## config.mk

```make
export PLATFORM = sky130hd
export DESIGN_NAME = fifo_thresh
export DESIGN_NICKNAME = d
export VERILOG_FILES = /design/src/rtl/fifo_thresh_pkg.sv /design/src/rtl/fifo_mem.sv /design/src/rtl/fifo_thresh.sv
export SDC_FILE = /design/constraint.sdc
export NUM_CORES = 1
export LEC_CHECK = 0
export BUFFER_PORTS_ARGS = -buffer_cell sky130_fd_sc_hd__buf_2
export CAP_MARGIN = 20
export CORE_MARGIN = 5
export CORE_UTILIZATION = 58
export DETAILED_ROUTE_END_ITERATION = 8
export PLACE_DENSITY = 0.88
export SLEW_MARGIN = 30
export SYNTH_ARGS = -nofsm -noshare
export SYNTH_HDL_FRONTEND = slang
export SYNTH_SLANG_ARGS = --single-unit
```

## constraint.sdc

```tcl
create_clock -name clk -period 3.75 [get_ports clk]
set_input_delay 0.375 -clock clk [delete_from_list [all_inputs] [get_ports clk]]
set_output_delay 0.375 -clock clk [all_outputs]
set_load 0.005 [all_outputs]
```

## src/rtl/fifo_thresh_pkg.sv

```systemverilog
// -----------------------------------------------------------------------------
// fifo_thresh_pkg
// Shared definitions for the thresholded FIFO slice:
//   - default data/address widths used by fifo_thresh and fifo_mem
//   - fifo_depth(): depth derived from the address width
//   - fifo_status_t and calc_status(): the level flags derived from a count
//   - next_sticky(): update rule for the sticky error flags
// -----------------------------------------------------------------------------
package fifo_thresh_pkg;

  localparam int DEF_DATA_WIDTH = 8;
  localparam int DEF_ADDR_WIDTH = 3;

  // Level flags that are all derived from the same word count.
  typedef struct packed {
    logic empty;
    logic full;
    logic almost_empty;
    logic almost_full;
  } fifo_status_t;

  function automatic int fifo_depth(input int addr_width);
    return 1 << addr_width;
  endfunction

  function automatic fifo_status_t calc_status(input int cnt,
                                               input int depth,
                                               input int af_level,
                                               input int ae_level);
    fifo_status_t s;
    s.empty        = (cnt == 0);
    s.full         = (cnt == depth);
    s.almost_empty = (cnt <= ae_level);
    s.almost_full  = (cnt >= af_level);
    return s;
  endfunction

  // A new error in the same cycle as a clear leaves the flag set.
  function automatic logic next_sticky(input logic flag,
                                       input logic clr,
                                       input logic new_err);
    return (flag & ~clr) | new_err;
  endfunction

endpackage

```

## src/rtl/fifo_mem.sv

```systemverilog
// -----------------------------------------------------------------------------
// fifo_mem
// Simple dual-port register array for the FIFO: synchronous write,
// asynchronous read. Contents are intentionally not reset.
// Ports:
//   clk    in   rising-edge clock
//   we     in   write enable
//   waddr  in   write address
//   wdata  in   write data
//   raddr  in   read address
//   rdata  out  read data (combinational from raddr)
// -----------------------------------------------------------------------------
module fifo_mem
  import fifo_thresh_pkg::*;
#(
  parameter int DATA_WIDTH = DEF_DATA_WIDTH,
  parameter int ADDR_WIDTH = DEF_ADDR_WIDTH
) (
  input  logic                  clk,
  input  logic                  we,
  input  logic [ADDR_WIDTH-1:0] waddr,
  input  logic [DATA_WIDTH-1:0] wdata,
  input  logic [ADDR_WIDTH-1:0] raddr,
  output logic [DATA_WIDTH-1:0] rdata
);

  localparam int DEPTH = fifo_depth(ADDR_WIDTH);

  logic [DATA_WIDTH-1:0] mem [DEPTH];

  always_ff @(posedge clk) begin
    if (we) begin
      mem[waddr] <= wdata;
    end
  end

  assign rdata = mem[raddr];

endmodule

```

## src/rtl/fifo_thresh.sv

```systemverilog
// -----------------------------------------------------------------------------
// fifo_thresh
// Single-clock FIFO with selectable read mode (first-word-fall-through or
// registered read), programmable almost-full/almost-empty thresholds and
// sticky overflow/underflow flags with a synchronous clear.
// Ports:
//   clk           in   rising-edge clock
//   res           in   asynchronous active-low reset
//   push          in   write request
//   pull          in   read request
//   din           in   write data, taken when push is accepted
//   clr_err       in   synchronous clear of overflow/underflow
//   dout          out  read data (FWFT: head word; else registered read)
//   count         out  stored words, 0..DEPTH
//   empty         out  count == 0
//   full          out  count == DEPTH
//   almost_empty  out  count <= AE_LEVEL
//   almost_full   out  count >= AF_LEVEL
//   overflow      out  sticky: a push was rejected
//   underflow     out  sticky: a pull was rejected
// -----------------------------------------------------------------------------
module fifo_thresh
  import fifo_thresh_pkg::*;
#(
  parameter int DATA_WIDTH = DEF_DATA_WIDTH,
  parameter int ADDR_WIDTH = DEF_ADDR_WIDTH,
  parameter bit FWFT       = 1'b1,
  parameter int AF_LEVEL   = (2**ADDR_WIDTH) - 2,
  parameter int AE_LEVEL   = 1
) (
  input  logic                  clk,
  input  logic                  res,
  input  logic                  push,
  input  logic                  pull,
  input  logic [DATA_WIDTH-1:0] din,
  input  logic                  clr_err,
  output logic [DATA_WIDTH-1:0] dout,
  output logic [ADDR_WIDTH:0]   count,
  output logic                  empty,
  output logic                  full,
  output logic                  almost_empty,
  output logic                  almost_full,
  output logic                  overflow,
  output logic                  underflow
);

  localparam int DEPTH = fifo_depth(ADDR_WIDTH);

  localparam fifo_status_t RST_STATUS = calc_status(0, DEPTH, AF_LEVEL, AE_LEVEL);

  localparam logic [ADDR_WIDTH-1:0] PTR_ONE = (ADDR_WIDTH)'(1);

  // Illegal thresholds stop elaboration rather than silently misbehaving.
  if (AF_LEVEL < 1 || AF_LEVEL > DEPTH) begin : g_bad_af
    $fatal(1, "fifo_thresh: AF_LEVEL=%0d outside 1..%0d", AF_LEVEL, DEPTH);
  end
  if (AE_LEVEL < 0 || AE_LEVEL > DEPTH - 1) begin : g_bad_ae
    $fatal(1, "fifo_thresh: AE_LEVEL=%0d outside 0..%0d", AE_LEVEL, DEPTH - 1);
  end

  logic [ADDR_WIDTH-1:0] rd_ptr;
  logic [ADDR_WIDTH-1:0] wr_ptr;
  logic [ADDR_WIDTH:0]   count_q;
  logic [ADDR_WIDTH:0]   count_next;
  fifo_status_t          status_q;
  fifo_status_t          status_next;
  logic                  overflow_q;
  logic                  underflow_q;
  logic                  push_ok;
  logic                  pull_ok;
  logic [DATA_WIDTH-1:0] mem_rdata;

  // A pull frees a slot in the same edge, so a full FIFO can still take a
  // push when it is paired with a successful pull.
  assign pull_ok = pull & ~status_q.empty;
  assign push_ok = push & (~status_q.full | pull_ok);

  assign count_next = count_q
                    + {{ADDR_WIDTH{1'b0}}, push_ok}
                    - {{ADDR_WIDTH{1'b0}}, pull_ok};

  // Flags are computed from the next count and registered, so they move in
  // the same cycle as count and never combinationally from push/pull.
  assign status_next = calc_status(int'(count_next), DEPTH, AF_LEVEL, AE_LEVEL);

  fifo_mem #(
    .DATA_WIDTH (DATA_WIDTH),
    .ADDR_WIDTH (ADDR_WIDTH)
  ) u_mem (
    .clk   (clk),
    .we    (push_ok),
    .waddr (wr_ptr),
    .wdata (din),
    .raddr (rd_ptr),
    .rdata (mem_rdata)
  );

  always_ff @(posedge clk or negedge res) begin
    if (!res) begin
      wr_ptr  <= '0;
      rd_ptr  <= '0;
      count_q <= '0;
    end else begin
      if (push_ok) begin
        wr_ptr <= wr_ptr + PTR_ONE;
      end
      if (pull_ok) begin
        rd_ptr <= rd_ptr + PTR_ONE;
      end
      count_q <= count_next;
    end
  end

  always_ff @(posedge clk or negedge res) begin
    if (!res) begin
      status_q <= RST_STATUS;
    end else begin
      status_q <= status_next;
    end
  end

  always_ff @(posedge clk or negedge res) begin
    if (!res) begin
      overflow_q  <= 1'b0;
      underflow_q <= 1'b0;
    end else begin
      overflow_q  <= next_sticky(overflow_q,  clr_err, push & ~push_ok);
      underflow_q <= next_sticky(underflow_q, clr_err, pull & ~pull_ok);
    end
  end

  if (FWFT) begin : g_fwft
    // The head word is shown directly; while empty the array slot is stale
    // or uninitialised, so it is masked to zero to keep dout deterministic.
    assign dout = status_q.empty ? '0 : mem_rdata;
  end else begin : g_regread
    logic [DATA_WIDTH-1:0] dout_q;

    always_ff @(posedge clk or negedge res) begin
      if (!res) begin
        dout_q <= '0;
      end else if (pull_ok) begin
        dout_q <= mem_rdata;
      end
    end

    assign dout = dout_q;
  end

  assign count        = count_q;
  assign empty        = status_q.empty;
  assign full         = status_q.full;
  assign almost_empty = status_q.almost_empty;
  assign almost_full  = status_q.almost_full;
  assign overflow     = overflow_q;
  assign underflow    = underflow_q;

endmodule

```

# == Word-level counts from Yosys, hierarchy flattened ==
# Memories as Yosys holds them, arrays and structs flattened.
# Cells that the tools add are included.
# totals
register_bits,16
ramBits,64
inputBits,13
out_inout_bits,18
wordCells,35
mem_count,1
# mem_list
memory,words,word_bits,rd,rd_ports_with_merged_regs,write_ports,line_no,text
u_mem.mem,8,8,1,0,1,fifo_mem.sv:29,logic [DATA_WIDTH-1:0] mem [DEPTH];
# op_classes
n_addsub,4
n_lt_le_gt_ge,2
n_eq_ne,1
n_mux,3
bitwise,14
n_reduce_logical,1
# ops
cell,n
8-bit 2-to-1 mux,1
3-bit by 1-bit adder with 3-bit output (second input constant),2
1-bit AND,6
1-bit inverter,5
4-bit by 1-bit adder with 4-bit output,1
4-bit == test (second input constant),1
4-bit by 3-bit greater-or-equal comparator with 1-bit output (second input constant),1
4-bit by 1-bit <= comparator with 1-bit output (second input constant),1
4-bit zero test,1
4-bit by 1-bit subtractor with 4-bit output,1
1-bit OR,3
1-bit 2-to-1 mux,2

# == Longest topological paths before layout ==
# Gate-level depths: netlist of the first run.
# depth
word_depth,7
depth_mapped,11
mapped_depth_nobuf,9

# == Modules after synthesis ==
# From an unflattened synthesis of the first run, not the netlist that was laid out.
# unflattened
cells_unflattened,180
area_unflattened_um2,3399.5
# modules_own_cells
mod,n_inst,cells_per_inst,area_per_inst_um2,seq_area_each_um2
fifo_mem,1,106,2531.2,1921.8
fifo_thresh,1,74,868.3,402.9

# == Worst setup path before layout of the first run ==
# Ideal clock, no wire load.
# synth_timing
path_type,reg-to-reg
from,"register status_q, in the netlist empty"
to,"register status_q, in the netlist full"
setup_time_ns,0.086
arrival_time_ns,2.530
t_required_ns,3.664
path_slack_ns,1.134
path_stages_with_launch,11
path_buffers,2
period_less_slack_ns,2.616
cell_sequence,dfstp_2 -> buf_4 -> nor2b_1 -> buf_6 -> o21ai_2 -> ha_1 -> inv_1 -> ha_1 -> fa_1 -> or3_1 -> nor3_1
# synth_lines
element,line_no,text
"start, declared",fifo_thresh.sv:65,fifo_status_t status_q;
"start signal, assigned",fifo_thresh.sv:118,status_q <= status_next;

==> results of run 1 <==
## layer usage
layer,GRT usage,up-vias,share of wire
met5,0,-,0
met2,0.313,46,0.52
met4,0.0820,0,0.020
met3,0.0379,10,0.046
met1,0.240,854,0.41
li1,-,769,-
## registers in the layout (all words and copies together) (netlist names), 3 cells and up
register,count
count,4
rd_ptr,3
wr_ptr,3
u_mem.mem,64
## metrics by stage
stage          std cells  setup slack, ns   util  area, um^2  total power [mW]
6_report             295            0.924  0.681        3750              2.95
5_1_grt              295            0.749  0.681        3750              3.13
4_1_cts              295            0.904  0.680        3750              2.98
3_5_place_dp         278            0.937  0.636        3500              2.22
3_3_place_gp         278             1.12  0.636        3500              2.17
2_1_floorplan        177             1.13      -        3280              1.95
## synthesized netlist by cell type (3+ instances only)
cell type and number:
sky130_fd_sc_hd__a21oi_1 3, sky130_fd_sc_hd__dfrtp_1 14, sky130_fd_sc_hd__edfxtp_1 64, sky130_fd_sc_hd__ha_1 6
sky130_fd_sc_hd__inv_1 8, sky130_fd_sc_hd__mux2i_1 8, sky130_fd_sc_hd__mux4_1 7, sky130_fd_sc_hd__mux4_2 9
sky130_fd_sc_hd__nand2_1 4, sky130_fd_sc_hd__nor2_1 12, sky130_fd_sc_hd__nor3_1 6, sky130_fd_sc_hd__o21ai_0 3
sky130_fd_sc_hd__xnor2_1 4, sky130_fd_sc_hd__xor2_1 3
## kinds of logic (layout without fill, tap and decap cells)
kind of cell	Yosys count	in the layout	synth area share
simple gates	30	30	0.0419
compound gates	12	12	0.0236
flops	80	80	0.708
mux	26	26	0.149
xor+xnor	7	7	0.0187
fa+ha+maj	7	7	0.0290
buf+inv	15	61	0.0297
## power breakdown
| part | switching, mW | leakage [nW] | internal (mW) | total [mW] |
|---|---|---|---|---|
| clock network | 0.300 | 0.118 | 0.444 | 0.744 |
| registers | 0.205 | 0.769 | 1.14 | 1.35 |
| logic | 0.406 | 0.525 | 0.455 | 0.861 |
## path summary, 6_finish.rpt
kind,cells after the start,start,slack [ns],end
setup / recovery,8,empty,0.92,full
hold / removal,2,clr_err,0.22,overflow
setup reg to reg,8,empty,0.92,full
hold reg to reg,2,underflow,0.53,underflow
max in group asynchronous,2,res,2.99,empty
min in group asynchronous,2,res,0.46,full
## final cells by class
| cell class | instances | share of cell area |
|---|---|---|
| Timing Repair Buffer | 37 | 0.0548 |
| Multi-Input combinational cell | 82 | 0.230 |
| Sequential cell | 80 | 0.621 |
| Clock buffer | 11 | 0.0351 |
| Tap cell | 72 | 0.0240 |
| Inverter | 8 | 0.00801 |
| Clock inverter | 5 | 0.0277 |
## what timing repair did
item,in CTS,in global routing
hold buffers,1,0
hold endpoints to repair,14,0
resized for setup,0,0
==> out/summary.txt, run 1 <==
TIMING
-------------------------------------------------------------------------------------
RSZ-0062 raised after global routing ...................................           no
Min Tclk post-route ....................................................      2.83 ns
Setup-failing EPs final ................................................            0
Fmax ...................................................................      354 MHz
Slew HR ................................................................        0.396
Fraction of the cycle the final worst path needs .......................        0.754
Worst Max-Slew Pin Slew ................................................     0.903 ns
Final hold violation count .............................................            0
Number of pins with negative max-slew slack in the final report ........            0
Hold slack .............................................................     0.221 ns
Post-Route Setup TNS ...................................................         0 ns
Final clock skew .......................................................   0.00656 ns

DETAILED ROUTING
-------------------------------------------------------------------------------------
Starting DRC count in detailed routing .................................           90
Detailed-router iteration count before antenna repair ..................            5
Routed vias ............................................................        1,679
Total routed wirelength ................................................      6070 um
DRT antenna net count ..................................................            0
Detail-routed net length per standard cell .............................      20.6 um
Detail-routed via count per cell .......................................         5.69
Number of DRC violations after detailed routing ........................            0

WORST SETUP PATH
-------------------------------------------------------------------------------------
Crit Path Max Fanout ...................................................           11
Worst path buffer plus inverter count ..................................            1
Max stage delay on crit path ...........................................      0.70 ns
Most used cell, CP ..................................................... sky130_fd_sc_hd__ha_1
Critical-path cell with the highest stage delay ........................ sky130_fd_sc_hd__dfstp_2
Arrival time at the worst endpoint .....................................      3.09 ns
Largest delay share family, worst path .................................  adder cells
Category of the worst setup path launch point ..........................     register
Critical path capture point type .......................................     register
Critical setup path kind ............................................... register to register
Data required time at the worst endpoint ...............................      4.01 ns
Sequence of cells on the critical path ................................. nor2b_1, o21ai_2, ha_1, inv_1, ha_1, fa_1, or3_1, nor3_1

CTS
-------------------------------------------------------------------------------------
Clock latency reported for the late side of the worst-skew pair ........      0.35 ns
Number of clock buffers inserted by TritonCTS ..........................            9
CTS clock-pin slew for the worst setup and hold paths ..................      0.08 ns
TritonCTS clock tree ...................................................          yes
Count of buffers added by post-CTS timing repair for setup .............            0
Buffer type at the clock tree root ..................................... sky130_fd_sc_hd__clkbuf_8
Clock sink count .......................................................           80
H-Tree Depth ...........................................................            3
Clock buffer depth .....................................................            2

SYNTH
-------------------------------------------------------------------------------------
Largest cells by area after synthesis .................................. sky130_fd_sc_hd__edfxtp_1 (59%), sky130_fd_sc_hd__dfrtp_1 (11%), sky130_fd_sc_hd__mux4_2 (6.2%), sky130_fd_sc_hd__mux4_1 (5.6%), sky130_fd_sc_hd__mux2i_1 (2.4%)
Net count of the mapped netlist ........................................          197
Async SR Flop Fraction .................................................        0.200
Count of different cell masters after synthesis ........................           32
Total of warnings raised by yosys ......................................            0
Cells after Synth ......................................................          177
Most instantiated flip-flop cell in the synthesis netlist .............. sky130_fd_sc_hd__edfxtp_1
Mapped Area ............................................................    3280 um^2
Cell taking the most area after synthesis .............................. sky130_fd_sc_hd__edfxtp_1
Average instance area after synthesis ..................................    18.5 um^2
Number of synthesized register bits ....................................           80
Share of the synthesized area in the top cell type .....................        0.585
Count of flip-flops with a built-in enable after synthesis .............           64
Share of the yosys chip area belonging to registers ....................        0.708

GLOBAL ROUTING
-------------------------------------------------------------------------------------
Antenna violations before repair .......................................            0
Aggregate global routing overflow ......................................            0
GR Util All Layers .....................................................        0.188
Pin count of the biggest net entering global routing ...................           19
Via count of the first global-routing pass .............................        1,863
First-pass GRT wire length .............................................      9870 um

FLOORPLAN
-------------------------------------------------------------------------------------
Die H ..................................................................      85.2 um
Floorplan die area .....................................................    7270 um^2
Core box area ..........................................................    5510 um^2
Number of placed I/O pins ..............................................           31
Site Rows ..............................................................           27
Starting density of the core ...........................................        0.596
Die width ..............................................................      85.2 um

PLACEMENT
-------------------------------------------------------------------------------------
Post-DP HPWL ...........................................................      3810 um
Routability congestion estimate ........................................        0.823
IO buf count ...........................................................           30

FINISH
-------------------------------------------------------------------------------------
Number of inserted filler cells in the final layout ....................          362
Layout cells sized above 1 .............................................        0.291
Most frequent standard cell in the layout excluding fill and tap cells . sky130_fd_sc_hd__edfxtp_1
Area Overhead vs Synth .................................................        14.1%
Antenna diode instance count ...........................................            0
Sequential Area ........................................................    2330 um^2
Commonest cells after routing, fill and taps aside ..................... sky130_fd_sc_hd__edfxtp_1 (64), sky130_fd_sc_hd__buf_2 (30), sky130_fd_sc_hd__dfrtp_1 (13)
Area occupied by multi-input gates .....................................     861 um^2
Number of nets in the layout ...........................................          238

MIN PATH
-------------------------------------------------------------------------------------
Hold crit path type .................................................... input pin to register

FLOW RUN
-------------------------------------------------------------------------------------
Total of max-cap violations ............................................            0

STATUS
-------------------------------------------------------------------------------------
Run status ............................................................. complete, no violations

POWER AND IR DROP
-------------------------------------------------------------------------------------
Leakage ................................................................      1.41 nW
Worst IR Drop VDD ......................................................   0.000528 V
P per Cell Area ........................................................  788 nW/um^2

No activity file was read; power rests on OpenSTA's default activity.
==> run 2, diff against run 1 <==
ABC_AREA = 1   (was default)
CORE_UTILIZATION = 59   (was 58)
PLACE_DENSITY = 0.89   (was 0.88)
clock period = 2.7 ns   (was 3.75 ns; I/O delays follow)
==> run 2 against run 1 <==
Sequential share of layout area fell by 4.3 points. Count of clock-buffer cells in the layout fell by 1. Utilization fell by 0.91 points. Register-to-register slack got worse by 0.55 ns. Critical path type unchanged. Largest cell class unchanged.
==> out/summary.txt, run 2 <==
PLACEMENT
-------------------------------------------------------------------------------------
Dpl cell area ..........................................................    3860 um^2
IO buf count ...........................................................           30
Routability congestion estimate ........................................        0.802
Post-DP HPWL ...........................................................      4800 um

DETAILED ROUTING
-------------------------------------------------------------------------------------
Number of DRC violations after detailed routing ........................            0
Total routed wirelength ................................................      7240 um
Routed vias ............................................................        2,481
Starting DRC count in detailed routing .................................          155
Detail-routed net length per standard cell .............................      14.9 um
Detailed-router iteration count before antenna repair ..................            5
Detail-routed via count per cell .......................................         5.10
DRT antenna net count ..................................................            0

SYNTH
-------------------------------------------------------------------------------------
Most instantiated flip-flop cell in the synthesis netlist .............. sky130_fd_sc_hd__edfxtp_1
Total of warnings raised by yosys ......................................            0
Average instance area after synthesis ..................................    9.92 um^2
Async SR Flop Fraction .................................................        0.200
Net count of the mapped netlist ........................................          389
Share of the synthesized area in the top cell type .....................        0.525
Share of the yosys chip area belonging to registers ....................        0.635
Largest cells by area after synthesis .................................. sky130_fd_sc_hd__edfxtp_1 (52%), sky130_fd_sc_hd__nand2_1 (11%), sky130_fd_sc_hd__dfrtp_1 (9.6%), sky130_fd_sc_hd__inv_1 (7.9%), sky130_fd_sc_hd__nand3_1 (6.0%)
Count of flip-flops with a built-in enable after synthesis .............           64
Cell with the most instances after synthesis ........................... sky130_fd_sc_hd__nand2_1
Number of synthesized register bits ....................................           80
Cells after Synth ......................................................          369
Mapped Area ............................................................    3660 um^2
Leading post-synthesis cells by instance count ......................... sky130_fd_sc_hd__nand2_1 (105), sky130_fd_sc_hd__inv_1 (77), sky130_fd_sc_hd__edfxtp_1 (64)
Cell taking the most area after synthesis .............................. sky130_fd_sc_hd__edfxtp_1
Count of different cell masters after synthesis ........................           22

TIMING
-------------------------------------------------------------------------------------
Slew HR ................................................................        0.544
Worst Max-Slew Pin Slew ................................................     0.684 ns
RSZ-0062 raised after global routing ...................................           no
Fmax ...................................................................      430 MHz
Setup-failing EPs final ................................................            0
Min Tclk post-route ....................................................      2.33 ns
Post-Route Setup TNS ...................................................         0 ns
Final hold violation count .............................................            0
Final clock skew .......................................................   0.00884 ns
Hold slack .............................................................     0.116 ns
Fraction of the cycle the final worst path needs .......................        0.861
Number of pins with negative max-slew slack in the final report ........            0

WORST SETUP PATH
-------------------------------------------------------------------------------------
Critical path capture point type .......................................     register
Critical setup path kind ............................................... register to register
Arrival time at the worst endpoint .....................................      2.60 ns
Crit Path Max Fanout ...................................................            9
Data required time at the worst endpoint ...............................      2.98 ns
Category of the worst setup path launch point ..........................     register

FINISH
-------------------------------------------------------------------------------------
Number of nets in the layout ...........................................          426
Design Area, Final .....................................................    4020 um^2
Layout cells sized above 1 .............................................        0.151
Largest registers ranked by flip-flop count ............................ u_mem.mem (64), count (4)
Most flops, register ...................................................    u_mem.mem
Layout Utilization .....................................................        0.671
Area Overhead vs Synth .................................................        9.88%
Flip-flop count of the largest register, all copies and words added ....           64
Antenna diode instance count ...........................................            0
Most frequent standard cell in the layout excluding fill and tap cells . sky130_fd_sc_hd__nand2_1
Commonest cells after routing, fill and taps aside ..................... sky130_fd_sc_hd__nand2_1 (105), sky130_fd_sc_hd__inv_1 (77), sky130_fd_sc_hd__edfxtp_1 (64)

CTS
-------------------------------------------------------------------------------------
Hold-fix buffers, CTS ..................................................            1
Clock latency reported for the late side of the worst-skew pair ........      0.35 ns
Clock buffer depth .....................................................            2
Buffer type at the clock tree root ..................................... sky130_fd_sc_hd__clkbuf_8
Post-cts resize count ..................................................            0
H-Tree Depth ...........................................................            3
Count of buffers added by post-CTS timing repair for setup .............            0
Number of clock buffers inserted by TritonCTS ..........................            9
TritonCTS clock tree ...................................................          yes
Clock sink count .......................................................           80
CTS clock-pin slew for the worst setup and hold paths ..................      0.08 ns

POWER AND IR DROP
-------------------------------------------------------------------------------------
Leakage ................................................................      1.94 nW
Worst IR Drop VDD ......................................................   0.000695 V
P per Cell Area ........................................................  990 nW/um^2

FLOORPLAN
-------------------------------------------------------------------------------------
Site Rows ..............................................................           28
Starting density of the core ...........................................        0.611
Floorplan die area .....................................................    7880 um^2
Number of placed I/O pins ..............................................           31
Die width ..............................................................      88.8 um
Core box area ..........................................................    5990 um^2
Die H ..................................................................      88.8 um

GLOBAL ROUTING
-------------------------------------------------------------------------------------
Aggregate global routing overflow ......................................            0
Pin count of the biggest net entering global routing ...................           34
Antenna violations before repair .......................................            0
GR Util All Layers .....................................................        0.201
First-pass GRT wire length .............................................    11,200 um
Via count of the first global-routing pass .............................        2,351

MIN PATH
-------------------------------------------------------------------------------------
Hold crit path type .................................................... input pin to register

FLOW RUN
-------------------------------------------------------------------------------------
Total of max-cap violations ............................................            0

STATUS
-------------------------------------------------------------------------------------
Run status ............................................................. complete, no violations

## run 2: cell types whose count changed in the layout (fill, tap and decap cells not counted), sizes merged, moves of 3 or more
cell	delta
a21oi	-3
bufinv	-3
clkinv	+5
inv	+71
mux2i	-8
mux4	-16
nand2	+104
nand3	+42
nor2	+15
nor3	-6
## run 2: logic make-up (layout without fill, tap and decap cells)
logic type               Yosys count  after routing  synth area share
AND/OR/NAND/NOR                  181            181             0.212
buffers and inverters             92            134             0.110
flip-flops                        80             80             0.635
XOR/XNOR                           4              4           0.00957
adder cells (fa/ha/maj)            7              7            0.0260
AO/OA/AOI/OAI                      5              5           0.00752
## run 2: where the power goes
group          switching, mW  total [mW]  leakage (nW)  internal, mW
Combinational          0.972        1.54          1.08         0.567
Sequential             0.170        1.73         0.773          1.56
Clock                  0.398       0.718        0.0823         0.320
Total                   1.54        3.98          1.94          2.44
## run 2: final cells by class
type	count	area (um^2)
repair buffers	38	213
clock buffers	10	128
well taps	75	93.8
inverters	80	305
multi-input cells	197	932
fillers	440	1970
clock inverters	6	26.3
flip-flops and latches	80	2320
## run 2: layer usage
layer,global-route usage,part of all wire,up-vias
met3,0.0531,0.071,22
met5,0,0,-
met2,0.341,0.51,106
met4,0.103,0.031,0
met1,0.234,0.39,1134
li1,-,-,1219
## run 2: path summary, 6_finish.rpt
check                           startpoint           end  slack, ns  cells after the start
max in group asynchronous              res  almost_empty       2.03                      2
worst max register to register       empty          full       0.37                     11
worst min-delay path               clr_err     underflow       0.12                      2
worst min register to register   underflow     underflow       0.53                      2
worst max-delay path                 empty          full       0.37                     11
min in group asynchronous              res      count[0]       0.35                      2
## run 2: worst max-delay path, cell delays in order (launching register included)
cell and delay (ns):
sky130_fd_sc_hd__dfstp_2 0.57, sky130_fd_sc_hd__inv_4 0.08, sky130_fd_sc_hd__nand2_4 0.09, sky130_fd_sc_hd__inv_1 0.09, sky130_fd_sc_hd__ha_1 0.28, sky130_fd_sc_hd__inv_1 0.04
sky130_fd_sc_hd__ha_1 0.20, sky130_fd_sc_hd__fa_1 0.38, sky130_fd_sc_hd__xor2_1 0.18, sky130_fd_sc_hd__nor2_1 0.13, sky130_fd_sc_hd__nand2_1 0.09, sky130_fd_sc_hd__nor2_1 0.13
## run 2: stage by stage
stage	setup slack, ns	total power, mW	instances
after floorplan	0.576	2.86	369
after global placement	0.490	3.20	469
after detailed placement	0.427	3.28	469
after CTS	0.351	4.01	486
after global routing	0.216	4.29	486
final	0.374	3.98	486
